### config.mk
export PLATFORM = sky130hd
export DESIGN_NAME = encap_tunnel_lookup_ctrl
export DESIGN_NICKNAME = d
export VERILOG_FILES = /design/src/rtl/encap_tunnel_lookup_ctrl.sv
export SDC_FILE = /design/constraint.sdc
export NUM_CORES = 1
export LEC_CHECK = 0
export BUFFER_PORTS_ARGS = -buffer_cell sky130_fd_sc_hd__buf_2
export CORE_MARGIN = 10
export CORE_UTILIZATION = 45
export CTS_CLUSTER_SIZE = 40
export DETAILED_ROUTE_END_ITERATION = 16
export GPL_ROUTABILITY_DRIVEN = 0
export PLACE_DENSITY = 0.66
export SYNTH_ARGS = -nofsm -noshare
export SYNTH_HDL_FRONTEND = slang
export SYNTH_SLANG_ARGS = --single-unit
### constraint.sdc
create_clock -name clk -period 3.8 [get_ports clk]
set_input_delay 0.57 -clock clk [delete_from_list [all_inputs] [get_ports clk]]
set_output_delay 0.57 -clock clk [all_outputs]
set_load 0.03 [all_outputs]
### src/rtl/encap_tunnel_lookup_ctrl.sv
// Sequences one tunnel lookup at a time: two-way bucket reads, an 8-entry key compare,
// then an optional value fetch, with the result returned on a valid/ready response port.
module encap_tunnel_lookup_ctrl #(
   parameter int DEPTH_NBITS       = 10,
   parameter int VALUE_DEPTH_NBITS = 10,
   parameter int VALUE_NBITS       = 64,
   parameter int KEY_NBITS         = 32,
   parameter int ENTRY_NBITS       = 1 + KEY_NBITS + VALUE_DEPTH_NBITS,
   parameter int BUCKET_NBITS      = 4 * ENTRY_NBITS,
   parameter int ID_NBITS          = 8,
   parameter int TIMEOUT           = 255
) (
   input  logic                         clk,
   input  logic                         rst_n,
   input  logic                         req_valid,
   output logic                         req_ready,
   input  logic [KEY_NBITS-1:0]         req_key,
   input  logic [DEPTH_NBITS-1:0]       req_idx0,
   input  logic [DEPTH_NBITS-1:0]       req_idx1,
   input  logic [ID_NBITS-1:0]          req_id,
   output logic                         tunnel_hash_table0_rd,
   output logic [DEPTH_NBITS-1:0]       tunnel_hash_table0_raddr,
   input  logic                         tunnel_hash_table0_ack,
   input  logic [BUCKET_NBITS-1:0]      tunnel_hash_table0_rdata,
   output logic                         tunnel_hash_table1_rd,
   output logic [DEPTH_NBITS-1:0]       tunnel_hash_table1_raddr,
   input  logic                         tunnel_hash_table1_ack,
   input  logic [BUCKET_NBITS-1:0]      tunnel_hash_table1_rdata,
   output logic                         tunnel_value_rd,
   output logic [VALUE_DEPTH_NBITS-1:0] tunnel_value_raddr,
   input  logic                         tunnel_value_ack,
   input  logic [VALUE_NBITS-1:0]       tunnel_value_rdata,
   output logic                         rsp_valid,
   input  logic                         rsp_ready,
   output logic [ID_NBITS-1:0]          rsp_id,
   output logic                         rsp_hit,
   output logic                         rsp_err,
   output logic [VALUE_NBITS-1:0]       rsp_value,
   output logic                         err_timeout
);

   localparam int CNT_NBITS = $clog2(TIMEOUT + 1);

   typedef enum logic [2:0] {
      IDLE,
      HT_WAIT,
      CMP,
      VAL_WAIT,
      RESP
   } state_t;

   state_t                         state;
   logic [KEY_NBITS-1:0]           key;
   logic [ID_NBITS-1:0]            id;
   logic                           got0;
   logic                           got1;
   logic [BUCKET_NBITS-1:0]        bucket0;
   logic [BUCKET_NBITS-1:0]        bucket1;
   logic [CNT_NBITS-1:0]           wait_cnt;
   logic [CNT_NBITS-1:0]           wait_next;
   logic                           expired;
   logic [2*BUCKET_NBITS-1:0]      buckets;
   logic [ENTRY_NBITS-1:0]         entry;
   logic                           match;
   logic [VALUE_DEPTH_NBITS-1:0]   match_vptr;

   assign wait_next = wait_cnt + CNT_NBITS'(1);
   assign expired   = (wait_next == CNT_NBITS'(TIMEOUT));
   assign buckets   = {bucket1, bucket0};

   // Scanning from the last entry down lets the lowest index (table0 entry0 first) win.
   always_comb begin
      match      = 1'b0;
      match_vptr = '0;
      entry      = '0;
      for (int i = 7; i >= 0; i--) begin
         entry = buckets[i*ENTRY_NBITS +: ENTRY_NBITS];
         if (entry[ENTRY_NBITS-1] && (entry[ENTRY_NBITS-2 -: KEY_NBITS] == key)) begin
            match      = 1'b1;
            match_vptr = entry[VALUE_DEPTH_NBITS-1:0];
         end
      end
   end

   always_ff @(posedge clk) begin
      if (!rst_n) begin
         state                    <= IDLE;
         req_ready                <= 1'b1;
         key                      <= '0;
         id                       <= '0;
         got0                     <= 1'b0;
         got1                     <= 1'b0;
         bucket0                  <= '0;
         bucket1                  <= '0;
         wait_cnt                 <= '0;
         tunnel_hash_table0_rd    <= 1'b0;
         tunnel_hash_table0_raddr <= '0;
         tunnel_hash_table1_rd    <= 1'b0;
         tunnel_hash_table1_raddr <= '0;
         tunnel_value_rd          <= 1'b0;
         tunnel_value_raddr       <= '0;
         rsp_valid                <= 1'b0;
         rsp_id                   <= '0;
         rsp_hit                  <= 1'b0;
         rsp_err                  <= 1'b0;
         rsp_value                <= '0;
         err_timeout              <= 1'b0;
      end else begin
         tunnel_hash_table0_rd <= 1'b0;
         tunnel_hash_table1_rd <= 1'b0;
         tunnel_value_rd       <= 1'b0;
         case (state)
            IDLE: begin
               if (req_valid) begin
                  key                      <= req_key;
                  id                       <= req_id;
                  tunnel_hash_table0_rd    <= 1'b1;
                  tunnel_hash_table0_raddr <= req_idx0;
                  tunnel_hash_table1_rd    <= 1'b1;
                  tunnel_hash_table1_raddr <= req_idx1;
                  req_ready                <= 1'b0;
                  got0                     <= 1'b0;
                  got1                     <= 1'b0;
                  wait_cnt                 <= '0;
                  state                    <= HT_WAIT;
               end
            end
            HT_WAIT: begin
               if (tunnel_hash_table0_ack && !got0) begin
                  got0    <= 1'b1;
                  bucket0 <= tunnel_hash_table0_rdata;
               end
               if (tunnel_hash_table1_ack && !got1) begin
                  got1    <= 1'b1;
                  bucket1 <= tunnel_hash_table1_rdata;
               end
               if ((got0 || tunnel_hash_table0_ack) && (got1 || tunnel_hash_table1_ack)) begin
                  state <= CMP;
               end else if (expired) begin
                  rsp_valid   <= 1'b1;
                  rsp_id      <= id;
                  rsp_hit     <= 1'b0;
                  rsp_err     <= 1'b1;
                  rsp_value   <= '0;
                  err_timeout <= 1'b1;
                  state       <= RESP;
               end else begin
                  wait_cnt <= wait_next;
               end
            end
            CMP: begin
               if (match) begin
                  tunnel_value_rd    <= 1'b1;
                  tunnel_value_raddr <= match_vptr;
                  wait_cnt           <= '0;
                  state              <= VAL_WAIT;
               end else begin
                  rsp_valid <= 1'b1;
                  rsp_id    <= id;
                  rsp_hit   <= 1'b0;
                  rsp_err   <= 1'b0;
                  rsp_value <= '0;
                  state     <= RESP;
               end
            end
            VAL_WAIT: begin
               if (tunnel_value_ack) begin
                  rsp_valid <= 1'b1;
                  rsp_id    <= id;
                  rsp_hit   <= 1'b1;
                  rsp_err   <= 1'b0;
                  rsp_value <= tunnel_value_rdata;
                  state     <= RESP;
               end else if (expired) begin
                  rsp_valid   <= 1'b1;
                  rsp_id      <= id;
                  rsp_hit     <= 1'b0;
                  rsp_err     <= 1'b1;
                  rsp_value   <= '0;
                  err_timeout <= 1'b1;
                  state       <= RESP;
               end else begin
                  wait_cnt <= wait_next;
               end
            end
            RESP: begin
               if (rsp_ready) begin
                  rsp_valid <= 1'b0;
                  rsp_hit   <= 1'b0;
                  rsp_err   <= 1'b0;
                  rsp_value <= '0;
                  req_ready <= 1'b1;
                  state     <= IDLE;
               end
            end
            default: begin
               req_ready <= 1'b1;
               state     <= IDLE;
            end
         endcase
      end
   end

endmodule

== Word-level counts from Yosys, hierarchy flattened ==
Index checks and enable logic that the tools add are counted.
Word-level totals
  register bits: 506
  latch bits: 0
  bits in writable memories: 0
  memory bits (read-only): 0
  input port bits: 475
  output and inout bits: 110
  word-level logic and storage cells: 147
  memories: 0
Cells by class
  add/sub/neg operators: 1
  multiply operators: 0
  div/mod/pow operators: 0
  order comparisons: 0
  equal/unequal tests: 21
  shift operators: 0
  mux-type cells: 68
  bitwise gates (word level): 1
  reductions and logical operators: 36
Operators with widths (number)
  $mux W64: 5
  $eq A32 B32 Y1: 8
  $pmux W64 S4: 1
  $mux W10: 8
  $mux W8: 9
  $pmux W8 S4: 1
  $mux W1: 29
  $pmux W8 S3: 1
  $mux W3: 6
  $ne A2 B2 Y1 const B: 8
  $pmux W3 S5: 1
  $reduce_and A3 Y1: 5
  $reduce_and A2 Y1: 7
  $pmux W1 S4: 3
  $logic_and A1 B1 Y1: 11
  $add A8 B1 Y8 const B: 1
  $eq A8 B8 Y1 const B: 1
  $reduce_bool A4 Y1: 2
  $eq A3 B2 Y1 const B: 2
  $pmux W1 S2: 3
  $reduce_and A5 Y1: 1
  $reduce_and A4 Y1: 1
  $reduce_bool A2 Y1: 2
  $eq A3 B1 Y1 const B: 1
  8 further kinds: 10

== Longest topological paths before layout ==
  word-level depth: 12
  depth in mapped cells: 12
  mapped depth without buffers: 9

== Worst setup path before layout ==
Ideal clock, no wire load.
  path type: reg-to-reg
  from: register key[9]
  to: register wait_cnt[6]
  setup time: 0.123 ns
  arrival time: 2.475 ns
  path slack: 1.202 ns
  stages on the path, launching flop included: 10
  path buffers: 1
  period minus slack after synthesis: 2.598 ns
  cells stage by stage: dfxtp_1 buf_2 xor2_1 nor4_1 nand4_1 nor4_4 or3_1 o41ai_1 a21oi_2 mux2_1
On the way
  cells in the longest elaborated chain, start to end: 12
  elaborated cells on any way between the ends: 26
RTL lines
  start: declaration: RTL line 53  | logic [KEY_NBITS-1:0] key;
  start signal: assignment: RTL line 115  | key <= req_key;
  $eq A32 B32 Y1: RTL line 78  | if (entry[ENTRY_NBITS-1] && (entry[ENTRY_NBITS-2 -: KEY_NBITS] == key)) begin
  $logic_and A1 B1 Y1: RTL line 78
  $mux W1 (7 in series): RTL line 78
  $mux W1 (*): RTL line 78
  $ne A2 B2 Y1 (no source line) (*)
  $reduce_and A5 Y1 (no source line) (*)
  end signal: assignment: RTL line 148  | wait_cnt <= wait_next;
  end signal: assignment: RTL line 183  | wait_cnt <= wait_next;
  end: declaration: RTL line 59  | logic [CNT_NBITS-1:0] wait_cnt;
Mark *: on every way between the ends. The rest lies on a longest branch, timed or not.
A chain may end at the register's enable or synchronous reset.

== Worst setup path after layout ==
  from: register key[19]
  to: register rsp_value[57]
On the way
  cells in the longest elaborated chain, start to end: 12
  elaborated cells on any way between the ends: 26
RTL lines
  $eq A32 B32 Y1: RTL line 78
  $logic_and A1 B1 Y1: RTL line 78
  $mux W1 (7 in series): RTL line 78
  $mux W1 (*): RTL line 78
  $ne A2 B2 Y1 (no source line) (*)
  $reduce_and A4 Y1 (no source line) (*)
  end signal: assignment: RTL line 172  | rsp_value <= tunnel_value_rdata;
  end: declaration: RTL line 38  | output logic [VALUE_NBITS-1:0] rsp_value,
Marks and branches as above.

==> flow_summary_export.csv <==
group,metric,value,unit
critical_path,worst-path-max-fanout,64,
clock_network,clk_pin_slew,60,ps
drt,final_antenna_net_count,0,
sta,finalHoldViolCount,0,
clock_network,cts_tree,"built",
synthesis,ys_types,62,
global_route,grt_first_pass_wirelength,126000,µm
floorplan,start_util,45.6,%
sta,drv_slew,0,
clock_network,cts_setup_buffers,0,
global_route,grt_use_total,28.9,%
global_route,vias_in_the_first_global_route,20700,
sta,timing.slew.headroom,30.9,%
pwr,post-layout-total-power,12.7,mW
floorplan,coreArea,46600,µm²
drt,dr_total_vias,20800,
placed_design,placed_cells_incl_taps,3694,
clock_network,cts-root-to-sink-buffers,3,
global_route,grt_max_degree,173,
synthesis,synth.yosys.warnings,0,
floorplan,die_height,237,µm
layout,final_cell_area,26500,µm²
layout,layout.filler_cells,4382,
drt,route.detailed.drc,0,
sta,final.setup.worst_slack,201,ps
clock_network,htree_num_levels,2,
critical_path,timing.critical_path.from_type,"flip-flop",
drt,wl_per_cell,22.6,µm
outcome,run_status,"finished clean",
hold_path,timing.hold.worst.class,"primary input to flip-flop",
flow_run,cap_viol_max_count,0,
sta,grt_setup_unrepaired,"no",
sta,timing.setup.tns,0,ps
global_route,global_route_congestion_overflow_total,0,
synthesis,dominantRegCellSynth,"sky130_fd_sc_hd__dfxtp_1",
pwr,power_density_over_the_cells,479,nW/µm²
drt,drt_iter0_markers,1777,
placed_design,preCtsSetupSlack,307,ps
layout,seqCellArea,10100,µm²
synthesis,netlist_top_cells_area,"sky130_fd_sc_hd__dfxtp_1, sky130_fd_sc_hd__nand2_1, sky130_fd_sc_hd__a21oi_1, sky130_fd_sc_hd__xor2_1, sky130_fd_sc_hd__xnor2_1",
synthesis,synthesized_netlist_net_count,3117,
layout,drive_above_1_share,23.6,%
layout,multiInputGateArea,10200,µm²
synthesis,postSynth.asyncResetShare,0,%
critical_path,worst_path_required_time,4350,ps
placed_design,dpl_hpwl,65700,µm
sta,max_freq,278,MHz
placed_design,placed_cell_area,24700,µm²
floorplan,die_area,56200,µm²
clock_network,clk_latency,610,ps
drt,detail_route.first_pass.iterations,5,
synthesis,synth_top_area_share,47.7,%
sta,layout_min_cycle_time,3600,ps
clock_network,cts-buffers-inserted,53,
pwr,cellLeakagePower,11.6,nW
clock_network,ctsRootBufferMaster,"sky130_fd_sc_hd__clkbuf_16",
synthesis,avgSynthCellArea,8.04,µm²
clock_network,tritoncts_num_sinks,506,
critical_path,worst-endpoint-arrival,4150,ps
sta,final.setup_skew,18.1,ps
layout,stdcell_count,3796,
layout,synthToLayoutAreaGrowth,25.0,%
floorplan,top_ports,585,
sta,worstMarginPinSlew,1030,ps
synthesis,post_synth_inst_count,2640,
layout,finalNetCount,3619,
critical_path,timing.critical_path.to_type,"flip-flop",
floorplan,floorplan.die.width,237,µm
critical_path,worstSetupPathType,"flip-flop to flip-flop",
layout,utilization,56.9,%
drt,viasPerCell,5.48,
sta,whs,169,ps
drt,drt_wl_total,85900,µm
sta,post-route-period-util,94.7,%
synthesis,netlist_area,21200,µm²
synthesis,yosys_register_bits,506,
clock_network,postCtsResizedCells,0,
pwr,ir_worst_vdd,0.445,mV
placed_design,port-buffer-count,584,
clock_network,holdBufCountCts,0,
sta,setup_viol,0,
synthesis,synth-seq-area-share,47.7,%
global_route,number_of_antenna_violations_at_the_first_check_in_global_routing,17,
synthesis,synth_top_cell_by_area,"sky130_fd_sc_hd__dfxtp_1",
floorplan,row_count,79,
synthesis,synth_edf_count,0,
==> power breakdown <==
group | total (mW) | internal [mW] | switching [mW]
Combinational | 1.52 | 0.601 | 0.916
Sequential | 5.72 | 5.51 | 0.205
Clock | 5.46 | 3.28 | 2.18
==> worst paths after layout <==
kind,slack (ps),cells after the start,from,endpoint
worst max-delay path,200,11,key[19]$_SDFFE_PN0P_,rsp_value[57]$_SDFFE_PN0P_
worst min-delay path,170,2,tunnel_value_rdata[5],rsp_value[5]$_SDFFE_PN0P_
worst max register to register,200,11,key[19]$_SDFFE_PN0P_,rsp_value[57]$_SDFFE_PN0P_
worst min register to register,450,2,rsp_id[6]$_SDFFE_PN0P_,rsp_id[6]$_SDFFE_PN0P_
==> sequential cells by signal, summed over array words and instances (netlist names) <==
name and count:
bucket0 172, bucket1 172, err_timeout 1, got0 1, got1 1, id 8, key 32, req_ready 1
rsp_err 1, rsp_hit 1, rsp_id 8, rsp_valid 1, rsp_value 64, state 3, tunnel_hash_table0_raddr 10, tunnel_hash_table1_raddr 10
tunnel_hash_table1_rd 1, tunnel_value_raddr 10, tunnel_value_rd 1, wait_cnt 8
==> synthesized netlist by cell type (all sizes together), types with 8 or more instances <==
master / count
o31ai: 9
xnor2: 75
nor3: 12
a21oi: 421
nor2: 47
a311oi: 12
nor4: 46
nand2: 857
xor2: 181
mux2i: 9
inv: 23
and3: 10
o21ai: 17
buf: 44
o2bb2ai: 8
nand4: 31
nand3: 37
a21o: 9
a22o: 64
dfxtp: 506
clkbuf: 159
==> layout by cell type (no fill, tap or decap), types with 3 or more instances in the layout <==
master / synthesis / routed
sky130_fd_sc_hd__o21a_1: 5 / 5
sky130_fd_sc_hd__a211oi_1: 6 / 6
sky130_fd_sc_hd__inv_1: 22 / 22
sky130_fd_sc_hd__bufinv_16: 0 / 6
sky130_fd_sc_hd__nand4_1: 31 / 31
sky130_fd_sc_hd__a31oi_1: 4 / 4
sky130_fd_sc_hd__dfxtp_1: 506 / 506
sky130_fd_sc_hd__nand3b_1: 3 / 3
sky130_fd_sc_hd__a41oi_1: 3 / 3
sky130_fd_sc_hd__clkbuf_16: 0 / 55
sky130_fd_sc_hd__xnor2_1: 75 / 75
sky130_fd_sc_hd__xor2_1: 181 / 181
sky130_fd_sc_hd__clkbuf_8: 0 / 12
sky130_fd_sc_hd__and3_1: 10 / 10
sky130_fd_sc_hd__o21ai_0: 17 / 17
sky130_fd_sc_hd__clkinv_2: 0 / 10
sky130_fd_sc_hd__mux2i_1: 9 / 9
sky130_fd_sc_hd__a21oi_1: 420 / 420
sky130_fd_sc_hd__or4_1: 3 / 3
sky130_fd_sc_hd__diode_2: 0 / 6
sky130_fd_sc_hd__o2bb2ai_1: 8 / 8
sky130_fd_sc_hd__buf_4: 7 / 58
sky130_fd_sc_hd__nor3_1: 12 / 12
sky130_fd_sc_hd__o31ai_1: 8 / 8
sky130_fd_sc_hd__a22o_1: 64 / 64
sky130_fd_sc_hd__a21o_1: 9 / 9
sky130_fd_sc_hd__buf_2: 30 / 584
sky130_fd_sc_hd__nand3_1: 36 / 35
sky130_fd_sc_hd__buf_12: 0 / 8
sky130_fd_sc_hd__clkbuf_1: 159 / 11
sky130_fd_sc_hd__nand2_1: 857 / 857
sky130_fd_sc_hd__a311oi_1: 12 / 12
sky130_fd_sc_hd__or3_1: 6 / 6
sky130_fd_sc_hd__nor2_1: 47 / 45
sky130_fd_sc_hd__nor4_1: 45 / 44
==> layout make-up <==
cell class / count / share of cell area, %
Timing Repair Buffer: 650 / 13.3
Tap cell: 607 / 2.86
Clock inverter: 18 / 0.930
Clock buffer: 78 / 5.97
Inverter: 23 / 0.354
Sequential cell: 506 / 38.2
Multi-Input combinational cell: 1908 / 38.3
Antenna cell: 6 / 0.0566
==> per-layer routing <==
layer,wire [µm],track usage (%)
met5,78,0
met1,32400,32.9
met2,42600,51.5
met4,3630,11.9
met3,7190,6.21
==> critical path, stage by stage (launching register included) <==
cell,delay [ps]
sky130_fd_sc_hd__dfxtp_1,720
sky130_fd_sc_hd__buf_4,230
sky130_fd_sc_hd__xor2_1,60
sky130_fd_sc_hd__nor4_1,380
sky130_fd_sc_hd__nand2_1,140
sky130_fd_sc_hd__nor4_2,420
sky130_fd_sc_hd__or3_1,300
sky130_fd_sc_hd__o31ai_2,90
sky130_fd_sc_hd__buf_4,190
sky130_fd_sc_hd__a31oi_4,130
sky130_fd_sc_hd__buf_4,550
sky130_fd_sc_hd__a22o_1,250
==> cell families (layout without fill, tap and decap cells) <==
logic type | after synthesis | in the layout | synth area share [%]
AO/OA/AOI/OAI | 578 | 578 | 16.0
XOR/XNOR | 256 | 256 | 10.6
adder cells (fa/ha/maj) | 2 | 2 | 0.118
buffers and inverters | 226 | 769 | 4.51
flip-flops | 506 | 506 | 47.7
multiplexers | 10 | 10 | 0.478
other | 0 | 6 | 0
AND/OR/NAND/NOR | 1062 | 1062 | 20.6
(Power assumes the default switching activity.)
